`config.mk`:
```
export PLATFORM = sky130hd
export DESIGN_NAME = dm_store_buffer
export DESIGN_NICKNAME = d
export VERILOG_FILES = /design/src/rtl/mem_pkg.sv /design/src/rtl/sb_fwd_match.sv /design/src/rtl/dm_store_buffer.sv
export SDC_FILE = /design/constraint.sdc
export NUM_CORES = 1
export LEC_CHECK = 0
export BUFFER_PORTS_ARGS = -buffer_cell sky130_fd_sc_hd__buf_4
export CAP_MARGIN = 20
export CORE_ASPECT_RATIO = 0.75
export CORE_MARGIN = 8
export CORE_UTILIZATION = 36
export DETAILED_ROUTE_END_ITERATION = 16
export GPL_TIMING_DRIVEN = 0
export SKIP_LAST_GASP = 1
export SYNTH_ARGS = -nofsm -noshare
export SYNTH_HDL_FRONTEND = slang
export SYNTH_HIERARCHICAL = 1
export SYNTH_SLANG_ARGS = --single-unit
```
`constraint.sdc`:
```
create_clock -name clk -period 13.75 [get_ports clk]
set_input_delay 1.375 -clock clk [delete_from_list [all_inputs] [get_ports clk]]
set_output_delay 1.375 -clock clk [all_outputs]
set_load 0.02 [all_outputs]
```
`src/rtl/mem_pkg.sv`:
```
// rtl/mem_pkg.sv - shared types and sizes for the data-memory store buffer
package mem_pkg;

    localparam int SB_DEPTH = 4;
    localparam int WORD_W   = 32;
    localparam int SB_PTR_W = $clog2(SB_DEPTH);

    typedef logic [SB_PTR_W-1:0] sb_ptr_t;

    typedef struct packed {
        logic [29:0]       addr;
        logic [WORD_W-1:0] data;
        logic [WORD_W-1:0] pc;
    } sb_entry_t;

endpackage

```
`src/rtl/sb_fwd_match.sv`:
```
// rtl/sb_fwd_match.sv - youngest-match store-to-load forwarding search
module sb_fwd_match
    import mem_pkg::*;
#(
    parameter int DEPTH = SB_DEPTH,
    parameter int PTR_W = $clog2(DEPTH)
) (
    input  sb_entry_t          entries [DEPTH],
    input  logic [DEPTH-1:0]   valid,
    input  logic [PTR_W-1:0]   tail,
    input  logic [29:0]        ld_word,
    output logic               hit,
    output logic [WORD_W-1:0]  hit_data
);

    // Walk backward from the newest entry; the first match wins.
    always_comb begin
        hit      = 1'b0;
        hit_data = '0;
        for (int i = 0; i < DEPTH; i++) begin
            if (!hit && valid[tail - PTR_W'(i + 1)] &&
                entries[tail - PTR_W'(i + 1)].addr == ld_word) begin
                hit      = 1'b1;
                hit_data = entries[tail - PTR_W'(i + 1)].data;
            end
        end
    end

endmodule

```
`src/rtl/dm_store_buffer.sv`:
```
// rtl/dm_store_buffer.sv - write-posting store FIFO with load forwarding and drain arbitration
module dm_store_buffer
    import mem_pkg::*;
#(
    parameter int DEPTH = SB_DEPTH,
    parameter int PTR_W = $clog2(DEPTH)
) (
    input  logic              clk,
    input  logic              reset,
    input  logic              st_valid,
    input  logic [31:0]       st_addr,
    input  logic [31:0]       st_data,
    input  logic [31:0]       st_pc,
    output logic              st_stall,
    input  logic              ld_valid,
    input  logic [31:0]       ld_addr,
    output logic [31:0]       ld_data,
    input  logic [31:0]       dm_do,
    input  logic              drain_en,
    input  logic              sync_req,
    output logic              sync_stall,
    output logic              empty,
    output logic [PTR_W:0]    count,
    output logic              dm_write,
    output logic [31:0]       dm_a,
    output logic [31:0]       dm_di,
    output logic [31:0]       dm_pc
);

    sb_entry_t          entries_q [DEPTH];
    sb_entry_t          entries_d [DEPTH];
    logic [PTR_W-1:0]   head_q, head_d;
    logic [PTR_W-1:0]   tail_q, tail_d;
    logic [PTR_W:0]     count_q, count_d;
    logic [DEPTH-1:0]   valid;
    logic               pop, push, full;
    logic               fwd_hit;
    logic [WORD_W-1:0]  fwd_data;
    logic               unused_st_low;

    assign unused_st_low = ^st_addr[1:0];

    // Holding reset low forces the idle view even while old state is still in the flops.
    assign full       = (count_q == (PTR_W+1)'(DEPTH));
    assign empty      = !reset || (count_q == '0);
    assign pop        = !empty && drain_en && !ld_valid;
    assign st_stall   = reset && st_valid && full && !pop;
    assign push       = st_valid && !st_stall;
    assign sync_stall = sync_req && !empty;
    assign count      = count_q;

    always_comb begin
        valid = '0;
        for (int j = 0; j < DEPTH; j++) begin
            valid[j] = ({1'b0, PTR_W'(PTR_W'(j) - head_q)} < count_q);
        end
    end

    sb_fwd_match #(.DEPTH(DEPTH), .PTR_W(PTR_W)) u_fwd (
        .entries  (entries_q),
        .valid    (valid),
        .tail     (tail_q),
        .ld_word  (ld_addr[31:2]),
        .hit      (fwd_hit),
        .hit_data (fwd_data)
    );

    assign ld_data = fwd_hit ? fwd_data : dm_do;

    always_comb begin
        dm_write = 1'b0;
        dm_a     = ld_addr;
        dm_di    = '0;
        dm_pc    = '0;
        if (pop) begin
            dm_write = 1'b1;
            dm_a     = {entries_q[head_q].addr, 2'b00};
            dm_di    = entries_q[head_q].data;
            dm_pc    = entries_q[head_q].pc;
        end
    end

    always_comb begin
        entries_d = entries_q;
        head_d    = head_q;
        tail_d    = tail_q;
        count_d   = count_q;
        if (push) begin
            entries_d[tail_q] = '{addr: st_addr[31:2], data: st_data, pc: st_pc};
            tail_d            = tail_q + 1'b1;
        end
        if (pop) begin
            head_d = head_q + 1'b1;
        end
        case ({push, pop})
            2'b10:   count_d = count_q + 1'b1;
            2'b01:   count_d = count_q - 1'b1;
            default: count_d = count_q;
        endcase
    end

    always_ff @(posedge clk) begin
        if (!reset) begin
            head_q  <= '0;
            tail_q  <= '0;
            count_q <= '0;
        end else begin
            head_q  <= head_d;
            tail_q  <= tail_d;
            count_q <= count_d;
        end
    end

    // Payloads are only meaningful under the valid window, so they skip reset.
    always_ff @(posedge clk) begin
        entries_q <= entries_d;
    end

endmodule

```
==> results.md <==
* CP required at ~12 ns
* Worst-Margin Slew at 1.12 ns
* Post-synth ARST share at 0%
* PostCTS Resize Cnt at 0
* I/O Pins at around 300
* Setup ws final at 5.08 ns
* Die height at ~240 um
* Worst Setup Start Kind: flop
* Port Buffers at 298
* Leak pwr at 10.2 nW
* Vias in the first global route at 18,300
* Synth Area per Inst at 13.1 um2
* Post-route DRC at 0
* Worst-path clk slew at 0.06 ns
* Relative slew slack at roughly 25%
* Fmax at around 120 MHz
* Worst Clk Skew at 0.0227 ns
* Hold WC Path Type: reg -> reg
* Via count at 18,700
* Setup violations, final at 0
* DIE WIDTH at approximately 310 um
* # nets final at 2,361
* Sequential area share after synthesis at 47.6%
* Count of cell types in the netlist at 74
* RSZ-0062 raised after global routing: false
* Initial Util at 36.2%
* Layout area overhead at 20.8%
* Post-synth top flop: edfxtp_1
* CTS tree: yes
* Synth Warn # at 6
* DRT antenna net count at 0
* GRT Total Usage at 24.0%
* Core Box Area at 0.0664 mm2
* Setup Fix Bufs, Post-CTS at 0
* Initial DRC count at 2,135
* Pin count of the biggest net entering global routing at 50
* Final Slew Violations at 0
* Most frequent cells in the layout: edfxtp_1, buf_4, mux2i_1
* Hold-fix buffers at CTS at 0
* Post-route clock period utilization at 63.1%
* Cells after Synth at 1,839
* Final std cells w/o fill at 3,101
* Initial antenna violation count at 10
* Setup CP Type: reg -> out
* Clock tree root driver cell: clkbuf_16
* Post-synth design cell area at 0.0240 mm2
* Synthesized flop and latch total at 383
* EDFF count, synth at 376
* Final WL at between 90,000 and 100,000 um
* Std cell rows at 82
* Critical path arrival at 7.30 ns
* Maximum fanout along the worst path at 10
* Drt pass-1 iters at 6
* Total negative slack at 0 ns
* Vias/cell at 6.03
* Commonest non-fill, non-tap cell in the layout: edfxtp_1
* Clock buffer count from CTS at 42
* Placed instance count at 3,024
* Placed cell areas at 0.0275 mm2
* CTS max path bufs at 3
* Power Density at 116 mW/mm2
* Fin crit period at 8.67 ns
* RePlAce Congestion at 0.963
* Max Cap Viol at 0
* Worst VDD drop at 0.0799 mV
* # clock sinks at 383
* Gr ovfl total at 0
* Status: complete, no violations
* R2r setup slk at 11.15 ns
* Die area at 0.0753 mm2
* Hold Violations, Final at 0
* Worst skew pair latency at slightly below 0.6 ns
* Global-route wire length before repair at 133,000 um
* Layout cells sized above 1 at approximately 32%
* Synthesized Nets at 2,014
* Layout Cell Area excl Fill at about 0.029 mm2
* Average wire per standard cell at about 30 um
* H-tree depth at 2
* Post-Place Worst Slack at around 6.0 ns
* Detailed placer's ending HPWL at 68,400 um
* CP endpoint kind: output pin
## cells by family after synthesis
| kind of cell | after synthesis | share of synthesized area (%) |
|---|---|---|
| AO/OA/AOI/OAI | 288 | 8.87 |
| XOR/XNOR | 118 | 4.30 |
| adder cells (fa/ha/maj) | 9 | 0.500 |
| buffers and inverters | 187 | 4.05 |
| flip-flops | 383 | 47.6 |
| multiplexers | 455 | 26.1 |
| AND/OR/NAND/NOR | 399 | 8.58 |
## final cells by class
cell class / instances / area, um2
Inverter: 13 / 48.8
Tap cell: 882 / 1100
Multi-Input combinational cell: 1269 / 11600
Clock inverter: 22 / 414
Sequential cell: 383 / 11400
Antenna cell: 1 / 2.50
Buffer: 174 / 925
Fill cell: 6108 / 37400
Clock buffer: 54 / 1100
Timing Repair Buffer: 303 / 2370
## synthesized netlist by cell type, drive strengths merged, types with 3 or more instances
master,instances,area (um2)
a2111oi,8,70.1
a211oi,10,75.1
a21o,26,195
a21oi,32,160
a221oi,5,43.8
a22oi,34,405
a31oi,4,25.0
and2,14,87.6
and3,66,413
buf,99,643
clkbuf,75,282
dfxtp,7,140
edfxtp,376,11300
ha,8,100
inv,13,48.8
mux2,108,1330
mux2i,230,2310
mux4,117,2640
nand2,56,218
nand2b,8,50.1
nand3,10,50.1
nand4,25,156
nor2,116,435
nor2b,12,75.1
nor3,54,282
nor4,10,62.6
nor4bb,4,40.0
o211ai,4,30.0
o21ai,62,310
o221ai,5,43.8
o22ai,32,200
o311ai,3,26.3
o31a,34,307
o31ai,13,97.6
or2,3,18.8
or3,3,23.8
or4,7,52.6
xnor2,82,718
xor2,36,315
## metrics by stage
stage / hold WS [ns] / power (mW) / util (%)
2_1_floorplan: 0.573 / 1.83 / -
3_3_place_gp: 0.591 / 2.11 / 41.2
3_5_place_dp: 0.613 / 2.12 / 41.4
4_1_cts: 0.620 / 3.36 / 43.7
5_1_grt: 0.649 / 3.46 / 43.7
6_report: 0.624 / 3.36 / 43.7
## power by group
group	internal, mW	switching (mW)	total, mW
clock	0.743	0.501	1.24
sequential	1.35	0.0309	1.38
combinational	0.290	0.445	0.735
total	2.38	0.977	3.36
## layer usage
layer  track usage, %  part of all wire (%)  up-vias
met1             35.5                    45     9654
met5                0                 0.094        -
li1                 -                     -     7916
met4             4.41                   1.7       14
met2             35.3                    43      986
met3             6.24                    10      122
## registers in the layout, indices dropped and copies added (netlist names)
signal     count
entries_q    376
tail_q         2
head_q         2
count          3
## final timing paths
| path | startpoint | end | cells after the start |
|---|---|---|---|
| setup / recovery | tail_q[1]$_SDFFE_PN0P_ | ld_data[28] | 16 |
| hold / removal | count[0]$_SDFFE_PN0P_ | count[0]$_SDFFE_PN0P_ | 2 |
| setup reg to reg | count[0]$_SDFFE_PN0P_ | entries_q[141]$_DFFE_PP_ | 4 |
| hold reg to reg | count[0]$_SDFFE_PN0P_ | count[0]$_SDFFE_PN0P_ | 2 |
## worst max-delay path: stages, from the launching register on
cell and delay [ns]:
dfxtp_1 0.47, buf_6 0.25, buf_6 0.26, buf_6 0.28, buf_6 0.27, mux2i_1 0.32
xnor2_1 0.20, nor3_1 0.59, nand3_1 0.14, a2111oi_0 0.91, nand4_1 0.76, clkbuf_1 0.47
nand3b_1 0.17, clkbuf_1 0.56, buf_2 0.47, mux2_2 0.39, buf_4 0.16
Note: power is estimated with default switching activity, not from simulation.
